===== config.mk =====
export PLATFORM = sky130hd
export DESIGN_NAME = demux_1_n_stream
export DESIGN_NICKNAME = d
export VERILOG_FILES = /design/src/rtl/demux_pkg.sv /design/src/rtl/demux_slot.sv /design/src/rtl/demux_1_n_stream.sv
export SDC_FILE = /design/constraint.sdc
export NUM_CORES = 1
export LEC_CHECK = 0
export BUFFER_PORTS_ARGS = -buffer_cell sky130_fd_sc_hd__buf_4
export CAP_MARGIN = 25
export CORE_UTILIZATION = 25
export CTS_BUF_LIST = sky130_fd_sc_hd__clkbuf_4
export DETAILED_ROUTE_END_ITERATION = 6
export SLEW_MARGIN = 20
export SYNTH_ARGS = -nofsm -noshare
export SYNTH_HDL_FRONTEND = slang
export SYNTH_HIERARCHICAL = 1
export SYNTH_SLANG_ARGS = --single-unit

===== constraint.sdc =====
create_clock -name clk -period 2.05 [get_ports clk]
set_input_delay 0.3075 -clock clk [delete_from_list [all_inputs] [get_ports clk]]
set_output_delay 0.3075 -clock clk [all_outputs]
set_load 0.05 [all_outputs]

===== src/rtl/demux_pkg.sv =====
// Shared defaults for the 1-to-N stream demultiplexer and a ceil(log2) helper
// for deriving select widths from a channel count.
package demux_pkg;

  function automatic int unsigned clog2(input int unsigned value);
    int unsigned r;
    r = 0;
    for (int unsigned i = 0; i < 32; i++) begin
      if ((32'd1 << i) < value) r = i + 1;
    end
    return r;
  endfunction

  localparam int unsigned DEMUX_WIDTH = 32;
  localparam int unsigned DEMUX_N     = 4;
  localparam int unsigned DEMUX_SEL_W = clog2(DEMUX_N);

endpackage


===== src/rtl/demux_slot.sv =====
// One-entry output register stage with valid/ready; load is only asserted by
// the parent when the slot is free, so a stalled word never changes.
module demux_slot
  import demux_pkg::*;
#(
  parameter int unsigned WIDTH = DEMUX_WIDTH
) (
  input  logic             clk,
  input  logic             reset,
  input  logic             load,
  input  logic [WIDTH-1:0] d,
  input  logic             ready,
  output logic             valid,
  output logic [WIDTH-1:0] q
);

  logic             valid_q, valid_d;
  logic [WIDTH-1:0] data_q, data_d;

  // A load wins over a same-cycle drain, so back-to-back words have no bubble.
  always_comb begin
    valid_d = valid_q;
    data_d  = data_q;
    if (load) begin
      valid_d = 1'b1;
      data_d  = d;
    end else if (valid_q && ready) begin
      valid_d = 1'b0;
    end
  end

  always_ff @(posedge clk or posedge reset) begin
    if (reset) begin
      valid_q <= 1'b0;
      data_q  <= '0;
    end else begin
      valid_q <= valid_d;
      data_q  <= data_d;
    end
  end

  assign valid = valid_q;
  assign q     = data_q;

endmodule


===== src/rtl/demux_1_n_stream.sv =====
// Registered 1-to-N stream demux: select decode, in_ready mux and sel_err pulse.
// Optional broadcast input enabled by defining DEMUX_BCAST_EN.
module demux_1_n_stream
  import demux_pkg::*;
#(
  parameter int unsigned WIDTH = DEMUX_WIDTH,
  parameter int unsigned N     = DEMUX_N,
  parameter int unsigned SEL_W = DEMUX_SEL_W
) (
  input  logic               clk,
  input  logic               reset,
  input  logic               in_valid,
  output logic               in_ready,
  input  logic [WIDTH-1:0]   in_data,
  input  logic [SEL_W-1:0]   in_sel,
`ifdef DEMUX_BCAST_EN
  input  logic               in_bcast,
`endif
  output logic [N-1:0]       out_valid,
  input  logic [N-1:0]       out_ready,
  output logic [N*WIDTH-1:0] out_data,
  output logic               sel_err
);

  logic [N-1:0] free;
  logic [N-1:0] sel_hit;
  logic [N-1:0] load;
  logic         sel_oob;
  logic         bcast;
  logic         accept;
  logic         sel_err_q, sel_err_d;

  always_comb begin
`ifdef DEMUX_BCAST_EN
    bcast = in_bcast;
`else
    bcast = 1'b0;
`endif
    free    = ~out_valid | out_ready;
    sel_hit = '0;
    for (int unsigned k = 0; k < N; k++) begin
      sel_hit[k] = (in_sel == SEL_W'(k));
    end
    // No channel matched: the word is swallowed, so the input is always ready.
    sel_oob  = ~|sel_hit;
    in_ready = bcast ? &free : (sel_oob | |(sel_hit & free));
    accept   = in_valid & in_ready;
    load     = '0;
    if (accept) load = bcast ? '1 : sel_hit;
    sel_err_d = accept & sel_oob & ~bcast;
  end

  always_ff @(posedge clk or posedge reset) begin
    if (reset) sel_err_q <= 1'b0;
    else       sel_err_q <= sel_err_d;
  end

  assign sel_err = sel_err_q;

  for (genvar k = 0; k < N; k++) begin : g_slot
    demux_slot #(
      .WIDTH(WIDTH)
    ) u_slot (
      .clk   (clk),
      .reset (reset),
      .load  (load[k]),
      .d     (in_data),
      .ready (out_ready[k]),
      .valid (out_valid[k]),
      .q     (out_data[k*WIDTH +: WIDTH])
    );
  end

endmodule


==> results of run 1 <==
## flip-flops by register name, indices dropped and copies added (netlist names)
register             cells
g_slot.u_slot/q        128
g_slot.u_slot/valid      4
sel_err                  1
## layout make-up
cell class	count	area, um2	share of cell area, %
timing repair buffer	225	1860	23.6
tap	280	350	4.45
sequential	133	3330	42.3
inverter	9	33.8	0.429
clock buffer	18	135	1.72
multi-input combinational	142	2030	25.8
clock inverter	14	136	1.73
## routing by layer
layer | up-vias | share of wire (%) | track usage, %
li1 | 1502 | - | -
met1 | 1780 | 46 | 16.8
met2 | 104 | 49 | 21.3
met3 | 9 | 4.8 | 3.98
met4 | 0 | 0.82 | 3.70
met5 | - | 0 | 0
## worst max-delay path, stage by stage (launching register included)
cell      delay, ns
dfrtp_1        0.41
nand2b_4       0.06
mux4_2         0.50
buf_6          0.18
## where the power goes
part,internal [mW],switching (mW),leakage [nW],total (mW)
Sequential,3.16,0.362,1.58,3.52
Clock,0.727,1.01,0.145,1.74
Combinational,1.51,2.54,2.09,4.05
## path summary, 6_finish.rpt
kind	start	end	depth (start not counted)
worst min-delay path	reset	sel_err	3
max in group asynchronous	reset	g_slot[0].u_slot/q[22]	3
min in group clk	in_sel[1]	g_slot[0].u_slot/q[24]	4
worst max register to register	g_slot[2].u_slot/valid	g_slot[2].u_slot/q[9]	4
worst max-delay path	g_slot[3].u_slot/valid	in_ready	3
worst min register to register	g_slot[0].u_slot/q[11]	g_slot[0].u_slot/q[11]	1
## kinds of logic after synthesis
group	after synthesis	synth area share (%)
compound gates	4	0.531
buf+inv	25	5.64
flops	133	58.8
mux	129	33.6
other cells	1	0.0663
simple gates	8	1.39
## through the flow
stage               TNS, ns  hold WS (ns)
floorplan                 0        0.0362
CTS                       0         0.155
finish                    0         0.225
detailed placement        0         0.196
global route        -0.0294         0.144
global placement          0         0.195
## Yosys cell counts
| cell | instances | area, um2 |
|---|---|---|
| buf_6 | 4 | 45.0 |
| mux2_4 | 116 | 1740 |
| conb_1 | 1 | 3.75 |
| mux2_2 | 12 | 135 |
| buf_12 | 12 | 240 |
| inv_1 | 9 | 33.8 |
| dfrtp_1 | 133 | 3330 |
| nand2b_1 | 2 | 12.5 |
| and4_1 | 1 | 8.76 |
| nor4bb_1 | 1 | 10.0 |
| a21o_1 | 4 | 30.0 |
| and4b_1 | 2 | 20.0 |
| mux4_2 | 1 | 22.5 |
| nand2b_4 | 2 | 27.5 |
## repair_timing
item | 4_1_cts | 5_1_grt
cloned | 0 | 0
setup endpoints to repair | 1 | 1
hold buffers | 37 | 0
endpoints found under the hold margin | 207 | 0
setup buffers | 3 | 1
resized for setup | 1 | 0
==> summary.txt, run 1 <==
Status
  – Status: finished, violations left
  – Violations in the final reports: DRC

CTS
  – H-tree depth: 4
  – Clock root cell: clkbuf_4
  – Skew-Pair Late Insertion Delay: ~0.51 ns
  – Clk pin slew, worst setup/hold paths: 0.12 ns
  – Clock Sinks: 133
  – CTS tree: yes
  – CTS Buf Count: 17
  – CTS Buffer Depth: 2

Power
  – VDD IR max: 0.500 mV
  – Lkg Pwr: roughly 3.8 nW
  – Pwr/cell area: 1180 nW/um2
  – Final total power: 9.31 mW

Global routing
  – GRT Util Overall: 13.1%
  – First-pass GRT wire length: 23,100 um
  – Antenna violations before repair: 0
  – Vias in the first global route: approximately 3,800
  – Grt total ovfl: 0
  – Largest net degree at the start of global routing: 34

Timing
  – Setup Skew: about 0.017 ns
  – Final WS setup: roughly 0.086 ns
  – Unrepaired setup endpoints after global routing: yes
  – Slew HR: 40.9%
  – Max Clock Freq: 509 MHz
  – Worst-Margin Slew: between 0.8 and 0.9 ns
  – Post-route minimum period: ~2 ns
  – Fin. Hold Viols: 0
  – Final Max Slew Viols: 0
  – Period utilization: between 90% and 100%
  – Final setup fails: 0

Setup path
  – Worst-path fanout max: 2
  – CP required: roughly 1.7 ns
  – WS Path Type: reg -> out
  – Worst Setup Start Kind: register
  – Worst Path Arrival: 1.66 ns
  – Worst R2R Setup Slack: 0.45 ns
  – Worst Setup End Kind: output pin

Cells and area
  – Post-route insts no fill: 821
  – Area grow syn2layout: 39.2%
  – Share of cells above drive strength 1: about 66%
  – # fillers: 2,124
  – Commonest cells after routing, fill and taps aside: 181 x buf_4, 133 x dfrtp_1, 116 x mux2_4, 37 x dlygate4sd3_1, 18 x clkbuf_4
  – NumNets Final: 569
  – Post-route cell area: 7880 um2
  – Ant diodes: 0
  – Core Util, Final: 35.8%
  – Commonest non-fill, non-tap cell in the layout: buf_4

Die
  – Die height: 152 um
  – Std cell rows: 54
  – Die W: 152 um
  – Core area: 22,000 um2
  – Ports: 175
  – Die area: 23,200 um2
  – Initial Utilization: 25.7%

Place
  – # placed instances: 748
  – PortBufs: 174
  – Area post-placement: 7200 um2
  – Detail Placement HPWL: ~10000 um
  – Post-placement setup slack: 0.413 ns
  – Routability congestion estimate: between 0.7 and 0.8

Synthesis
  – Library cells used by synthesis: 14
  – #FFs+latches synth: about 130
  – Syn nets: 341
  – Synth Instances: 300
  – Yosys Warn Count: 6
  – Seq/Total Area, Yosys: 58.8%
  – Avg Cell Area, Syn: 18.9 um2
  – Synthesized cell area: 5660 um2

Detailed routing
  – Wirelength per Cell: 17.9 um
  – Vias/cell: between 4 and 5
  – Detailed-route wire length: between 10,000 and 15,000 um
  – Vias after detailed routing: between 3,000 and 4,000
  – Final ANT Viol Nets: 0
  – 1st-pass router iterations: 7
  – Residual DRC: 2
  – DRT iter0 DRCs: 117

Job
  – Max-Cap Viols: 0

Worst hold path
  – Worst hold path class: in -> async
Power figures use the tool's default switching activity.
==> inputs of run 2 (changes only) <==
--- a/config.mk
+++ b/config.mk
@@ -10,6 +10,7 @@
 export CORE_UTILIZATION = 25
 export CTS_BUF_LIST = sky130_fd_sc_hd__clkbuf_4
 export DETAILED_ROUTE_END_ITERATION = 6
+export PLACE_DENSITY = 0.56
 export SLEW_MARGIN = 20
 export SYNTH_ARGS = -nofsm -noshare
 export SYNTH_HDL_FRONTEND = slang
==> run 2 against run 1 <==
The run still ends with DRC left. Count of clock-buffer cells in the layout is the same. Register-to-register slack is essentially flat. Routed wire length grew 0.78%. Worst hold slack lost 0.15 ns. Clock power grew 13%. Cell area is essentially flat. Critical path depth is the same. Sequential power is essentially flat. First-iteration DRC count shrank 23%. Final cell count shrank 0.12%. Die area is the same. Largest cell class unchanged. Largest power group unchanged. Highest routed layer unchanged.
==> summary.txt, run 2 (same netlist as run 1, synthesis figures left out) <==
Cells and area
  – Area grow syn2layout: 39.1% (about the same)
  – Max FFs per register: 128 (unchanged)
  – Register area: 3330 um2 (unchanged)
  – Multi-input combinational cell area: 2030 um2 (unchanged)
  – NumNets Final: 567 (-0.35%)
  – # fillers: 2,133 (+0.42%)
  – Core Util, Final: 35.7% (about the same)
  – Commonest cells after routing, fill and taps aside: 183 x buf_4, 133 x dfrtp_1, 116 x mux2_4, 36 x dlygate4sd3_1, 18 x clkbuf_4
  – Share of cells above drive strength 1: 66.0% (+0.24 points)
  – Commonest non-fill, non-tap cell in the layout: buf_4

Timing
  – Worst-Margin Slew: 0.825 ns (-0.0606 ns)
  – Slew HR: 44.9% (+4.0 points)
  – Final WS setup: 0.117 ns (+0.0318 ns)
  – Setup Skew: 0.0139 ns (-0.00264 ns)
  – Final setup fails: 0 (unchanged)
  – Fin. Hold Viols: 0 (unchanged)
  – Post-route minimum period: 1.93 ns (-0.0318 ns)
  – Period utilization: 94.3% (-1.5 points)
  – Hold_ws: 0.0766 ns (-0.148 ns)
  – Final Max Slew Viols: 0 (unchanged)
  – Max Clock Freq: 517 MHz (+1.6%)

Worst hold path
  – Hold path start: out_ready[2]
  – Worst hold path class: in -> reg

Detailed routing
  – 1st-pass router iterations: 7 (unchanged)
  – Wirelength per Cell: 18.1 um (+0.91%)
  – Detailed-route wire length: 14,800 um (+0.78%)
  – Final ANT Viol Nets: 0 (unchanged)
  – Vias/cell: 4.13 (about the same)
  – Residual DRC: 11 (+9)
  – DRT iter0 DRCs: 90 (-23%)
  – Vias after detailed routing: 3,388 (-0.21%)

Global routing
  – Grt total ovfl: 0 (unchanged)
  – Met3 Use GR: 4.10% (+0.11 points)
  – First-pass GRT wire length: 23,000 um (-0.15%)
  – Antenna violations before repair: 1 (+1)
  – GRT Util Overall: 13.2% (+0.093 points)
  – GR Util met1: 16.7% (-0.14 points)
  – Vias in the first global route: 3,768 (-0.76%)
  – Largest net degree at the start of global routing: 34 (unchanged)
  – GRT busiest layer: met2
  – Met2 usage: 21.4% (+0.066 points)

Status
  – Violations in the final reports: DRC
  – Status: finished, violations left

Setup path
  – CP peak stage delay: 0.47 ns (-0.03 ns)
  – Worst Setup SP: g_slot[3].u_slot/valid
  – Worst Setup End Kind: output pin
  – CP required: 1.74 ns (about the same)
  – Worst Path Arrival: 1.63 ns (-0.03 ns)
  – Worst-path fanout max: 2 (unchanged)
  – Worst R2R Setup Slack: 0.46 ns (about the same)
  – Worst path slowest cell: mux4_2
  – WS Path Type: reg -> out
  – Crit path cell chain: nand2b_4 -> mux4_2 -> buf_6
  – Worst Setup Start Kind: register
  – R2R Path Start: g_slot[0].u_slot/valid

CTS
  – CTS tree: yes
  – CTS Buffer Depth: 2 (unchanged)
  – CTS Buf Count: 17 (unchanged)
  – Skew-Pair Late Insertion Delay: 0.52 ns (about the same)
  – Clock root cell: clkbuf_4
  – Clk pin slew, worst setup/hold paths: 0.12 ns (about the same)
  – H-tree depth: 4 (unchanged)
  – Clock Sinks: 133 (unchanged)

Place
  – Detail Placement HPWL: 9950 um (+1.8%)
  – PortBufs: 174 (unchanged)
  – Routability congestion estimate: 0.737 (-0.55%)
  – Post-placement setup slack: 0.381 ns (-0.0320 ns)

Die
  – Die W: 152 um (unchanged)
  – Core area: 22,000 um2 (unchanged)
  – Ports: 175 (unchanged)
  – Die height: 152 um (unchanged)
  – Std cell rows: 54 (unchanged)
  – Initial Utilization: 25.7% (unchanged)
  – Die area: 23,200 um2 (unchanged)

Power
  – Lkg Pwr: 3.82 nW (about the same)
  – Pwr/cell area: 1210 nW/um2 (+2.4%)
  – VDD IR max: 0.455 mV (-9.1%)
  – Final total power: 9.53 mW (+2.4%)

Job
  – Max-Cap Viols: 0 (unchanged)
==> run 2: cell types whose count changed in the layout (fill, tap and decap cells not counted), sizes merged <==
cell         change
bufinv           +2
clkinv           -2
buf              -1
diode            +1
dlygate4sd3      -1
==> run 2: worst max-delay path: cells and delay by family (launching register included) <==
kind                   cells  cell delay [ns]
AND/OR/NAND/NOR            1             0.06
flip-flops                 1             0.41
multiplexers               1             0.47
buffers and inverters      1             0.17
==> run 2: power breakdown <==
part,internal (mW),total [mW],switching (mW)
clock network,0.975,1.96,0.990
logic,1.50,4.04,2.54
registers,3.16,3.52,0.363
total,5.63,9.53,3.89
==> run 2: layout make-up <==
class,count,share of cell area [%]
inverter,9,0.429
antenna,1,0.0318
clock inverter,14,2.34
timing repair buffer,223,22.9
multi-input combinational,142,25.8
clock buffer,18,1.72
sequential,133,42.3
tap,280,4.45
==> run 2: what timing repair did <==
action | CTS | global route
setup endpoints to repair | 1 | 1
buffers inserted | 1 | 3
hold endpoints to repair | 200 | 0
gates resized for setup | 0 | 1
pin swaps | 0 | 0
hold buffers | 36 | 0
==> run 2: worst paths after layout <==
path	depth (start not counted)	endpoint
hold reg to reg	1	g_slot[2].u_slot/q[9]
hold / removal	3	g_slot[2].u_slot/valid
min in group asynchronous	3	sel_err
max in group asynchronous	4	g_slot[3].u_slot/q[1]
setup reg to reg	4	g_slot[0].u_slot/q[9]
setup / recovery	3	in_ready
==> run 2: per-stage QoR <==
stage	setup TNS [ns]	cell area (um2)	instances
finish	0	7870	820
global placement	0	7150	747
floorplan	0	5660	300
CTS	0	7840	816
detailed placement	0	7150	747
global route	-0.00801	7870	820
==> run 2: metal layers <==
metal | routed length [um] | up-vias
li1 | - | 1497
met1 | 6720 | 1761
met2 | 7080 | 119
met3 | 842 | 11
met4 | 174 | 0
met5 | 0 | -
==> inputs of run 3 (changes only) <==
==> constraint.sdc (replaced) <==
create_clock -name clk -period 2.17 [get_ports clk]
set_input_delay 0.3255 -clock clk [delete_from_list [all_inputs] [get_ports clk]]
set_output_delay 0.3255 -clock clk [all_outputs]
set_load 0.05 [all_outputs]
==> run 3 against run 2 <==
The flow still finishes with violations (DRC). Cell area down 1.9%. Core utilization is 0.67 points lower. Total power fell by 6.6%. Setup slack lost 0.064 ns. First-iteration DRC count fell by 5.6%. Non-clock buffer count fell by 12. Global-route usage down 0.77 points. Highest routed layer unchanged. Critical path depth rose by 2. Via count is 2.1% lower.
==> summary.txt, run 3 (same netlist as run 1, synthesis figures left out) <==
Status
  – Status: finished, violations left
  – Violations in the final reports: DRC

Detailed routing
  – Vias after detailed routing: 3,317 (-2.1%)
  – Vias/cell: 4.11 (-0.52%)
  – Final ANT Viol Nets: 0 (unchanged)
  – Detailed-route wire length: 13,700 um (-7.3%)
  – Residual DRC: 10 (-1)
  – DRT iter0 DRCs: 85 (-5.6%)
  – 1st-pass router iterations: 7 (unchanged)
  – Wirelength per Cell: 17.0 um (-5.8%)

Timing
  – Hold_ws: 0.0872 ns (+0.0106 ns)
  – Unrepaired setup endpoints after global routing: no
  – Fin. Hold Viols: 0 (unchanged)
  – Setup Skew: 0.0239 ns (+0.0101 ns)
  – Setup TNS: 0 ns (unchanged)
  – Period utilization: 97.5%
  – Final setup fails: 0 (unchanged)
  – Max Clock Freq: roughly 470 MHz
  – Slew HR: 41.9% (-3.0 points)
  – Post-route minimum period: 2.12 ns
  – Final WS setup: 0.0536 ns (-0.0638 ns)
  – Final Max Slew Viols: 0 (unchanged)
  – Worst-Margin Slew: 0.870 ns (+0.0456 ns)

Worst hold path
  – Hold path start: in_data[3]
  – Worst hold path class: in -> reg

Setup path
  – Worst r2r dst: g_slot[0].u_slot/q[9]
  – Worst-path fanout max: 2 (unchanged)
  – Worst Setup End Kind: output pin
  – Cells on worst reg2reg path: 4 (unchanged)
  – R2R Path Start: g_slot[0].u_slot/valid
  – Worst R2R Setup Slack: 0.52 ns (+0.06 ns)
  – CP endpoint: in_ready
  – WS Path Type: in -> out
  – Worst Setup SP: out_ready[3]
  – Worst Path Arrival: 1.79 ns (+0.16 ns)
  – CP required: 1.84 ns (+0.10 ns)
  – Worst Setup Start Kind: input pin

Cells and area
  – NumNets Final: 555 (-2.1%)
  – Share of cells above drive strength 1: 67.0% (+0.93 points)
  – Commonest cells after routing, fill and taps aside: 181 x buf_4, 133 x dfrtp_1, 116 x mux2_4, 29 x dlygate4sd3_1, 18 x clkbuf_4
  – Multi-input combinational cell area: 2030 um2 (unchanged)
  – Ant diodes: 0 (-1)
  – Post-route cell area: 7720 um2 (-1.9%)
  – Area grow syn2layout: 36.5%
  – # fillers: 2,135 (+0.094%)
  – Max FFs per register: 128 (unchanged)
  – Register area: 3330 um2 (unchanged)
  – Commonest non-fill, non-tap cell in the layout: buf_4

Die
  – Initial Utilization: 25.7% (unchanged)
  – Std cell rows: 54 (unchanged)
  – Die height: 152 um (unchanged)
  – Ports: 175 (unchanged)
  – Core area: 22,000 um2 (unchanged)
  – Die W: 152 um (unchanged)
  – Die area: 23,200 um2 (unchanged)

Place
  – Routability congestion estimate: 0.710 (-3.7%)
  – PortBufs: 174 (unchanged)
  – Detail Placement HPWL: 9430 um (-5.3%)
  – Post-placement setup slack: 0.492 ns (+0.111 ns)
  – Area post-placement: 7120 um2 (-0.45%)

CTS
  – Clk pin slew, worst setup/hold paths: 0.11 ns (about the same)
  – CTS Buffer Depth: 2 (unchanged)
  – H-tree depth: 4 (unchanged)
  – Clock root cell: clkbuf_4
  – Clock Sinks: 133 (unchanged)
  – CTS tree: yes
  – Skew-Pair Late Insertion Delay: 0.51 ns (about the same)
  – CTS Buf Count: 17 (unchanged)
  – Post-CTS Setup Repair Bufs: 0 (-1)

Global routing
  – GRT Util Overall: 12.4% (-0.77 points)
  – Vias in the first global route: 3,613 (-4.1%)
  – Antenna violations before repair: 0 (-1)
  – First-pass GRT wire length: 22,000 um (-4.7%)
  – Largest net degree at the start of global routing: 34 (unchanged)
  – Grt total ovfl: 0 (unchanged)

Power
  – Cell Int Power: 5.20 mW (-7.6%)
  – Switch Pwr: 3.69 mW (-5.2%)
  – Comb pwr share: 42.4% (about the same)
  – Clk pwr share: 20.2% (-0.4 points)
  – Pwr/cell area: 1150 nW/um2 (-4.8%)
  – Lkg Pwr: 3.75 nW (-1.9%)
  – Flop pwr share: 37.4% (+0.4 points)
  – VDD IR max: 0.488 mV (+7.4%)
  – Net Sw Frac: 41.5% (+0.63 points)

Job
  – Max-Cap Viols: 0 (unchanged)
==> run 3: cell types whose count changed in the layout (fill, tap and decap cells not counted), sizes merged <==
cell	before	now
buf	187	182
bufinv	4	3
clkinv	7	4
clkinvlp	2	3
diode	1	0
dlygate4sd3	36	29
inv	10	13
==> run 3: per-stage QoR <==
| step | power (mW) | utilization [%] | std cells |
|---|---|---|---|
| after detailed placement | 7.12 | 32.3 | 746 |
| after global routing | 9.30 | 35.1 | 807 |
| after global placement | 7.08 | 32.3 | 746 |
| final | 8.89 | 35.1 | 807 |
| after CTS | 9.03 | 35.1 | 807 |
| after floorplan | 5.97 | - | 300 |
==> run 3: worst max-delay path, cell delays in order <==
cell	delay [ns]
dlygate4sd3_1	0.53
buf_4	0.13
nand2b_4	0.13
mux4_2	0.47
buf_4	0.20
==> run 3: power groups by stage <==
stage                     Sequential, mW  Clock, mW  Combinational, mW
after floorplan                     5.11          0              0.865
after global placement              3.35          0               3.73
after detailed placement            3.36          0               3.75
after CTS                           3.33       1.91               3.80
after global routing                3.39       2.01               3.90
final                               3.32       1.80               3.77
==> run 3: cell type report <==
class / instances / share of cell area (%)
repair buffers: 211 / 21.6
multi-input cells: 142 / 26.3
clock buffers: 18 / 1.75
clock inverters: 14 / 2.27
inverters: 9 / 0.437
flip-flops and latches: 133 / 43.1
well taps: 280 / 4.54
==> run 3: worst min path at each step <==
stage	endpoint	slack, ns	cells after the start
final	g_slot[3].u_slot/q[3]	0.09	2
after global routing	g_slot[0].u_slot/q[3]	0.008	2
after CTS	g_slot[2].u_slot/valid	0.002	3
after detailed placement	sel_err	0.22	2
after global placement	sel_err	0.21	2
after floorplan	sel_err	0.05	1
==> run 3: repair_timing <==
action / CTS / global route
hold buffers: 29 / 0
endpoints found under the hold margin: 196 / 0
resized for setup: 0 / 0
==> run 3: layer usage <==
layer,routed length [um],vias to the layer above,global-route usage (%)
li1,-,1473,-
met1,6350,1723,16.5
met2,6420,113,19.3
met3,813,8,3.67
met4,148,0,4.23
met5,0,-,0
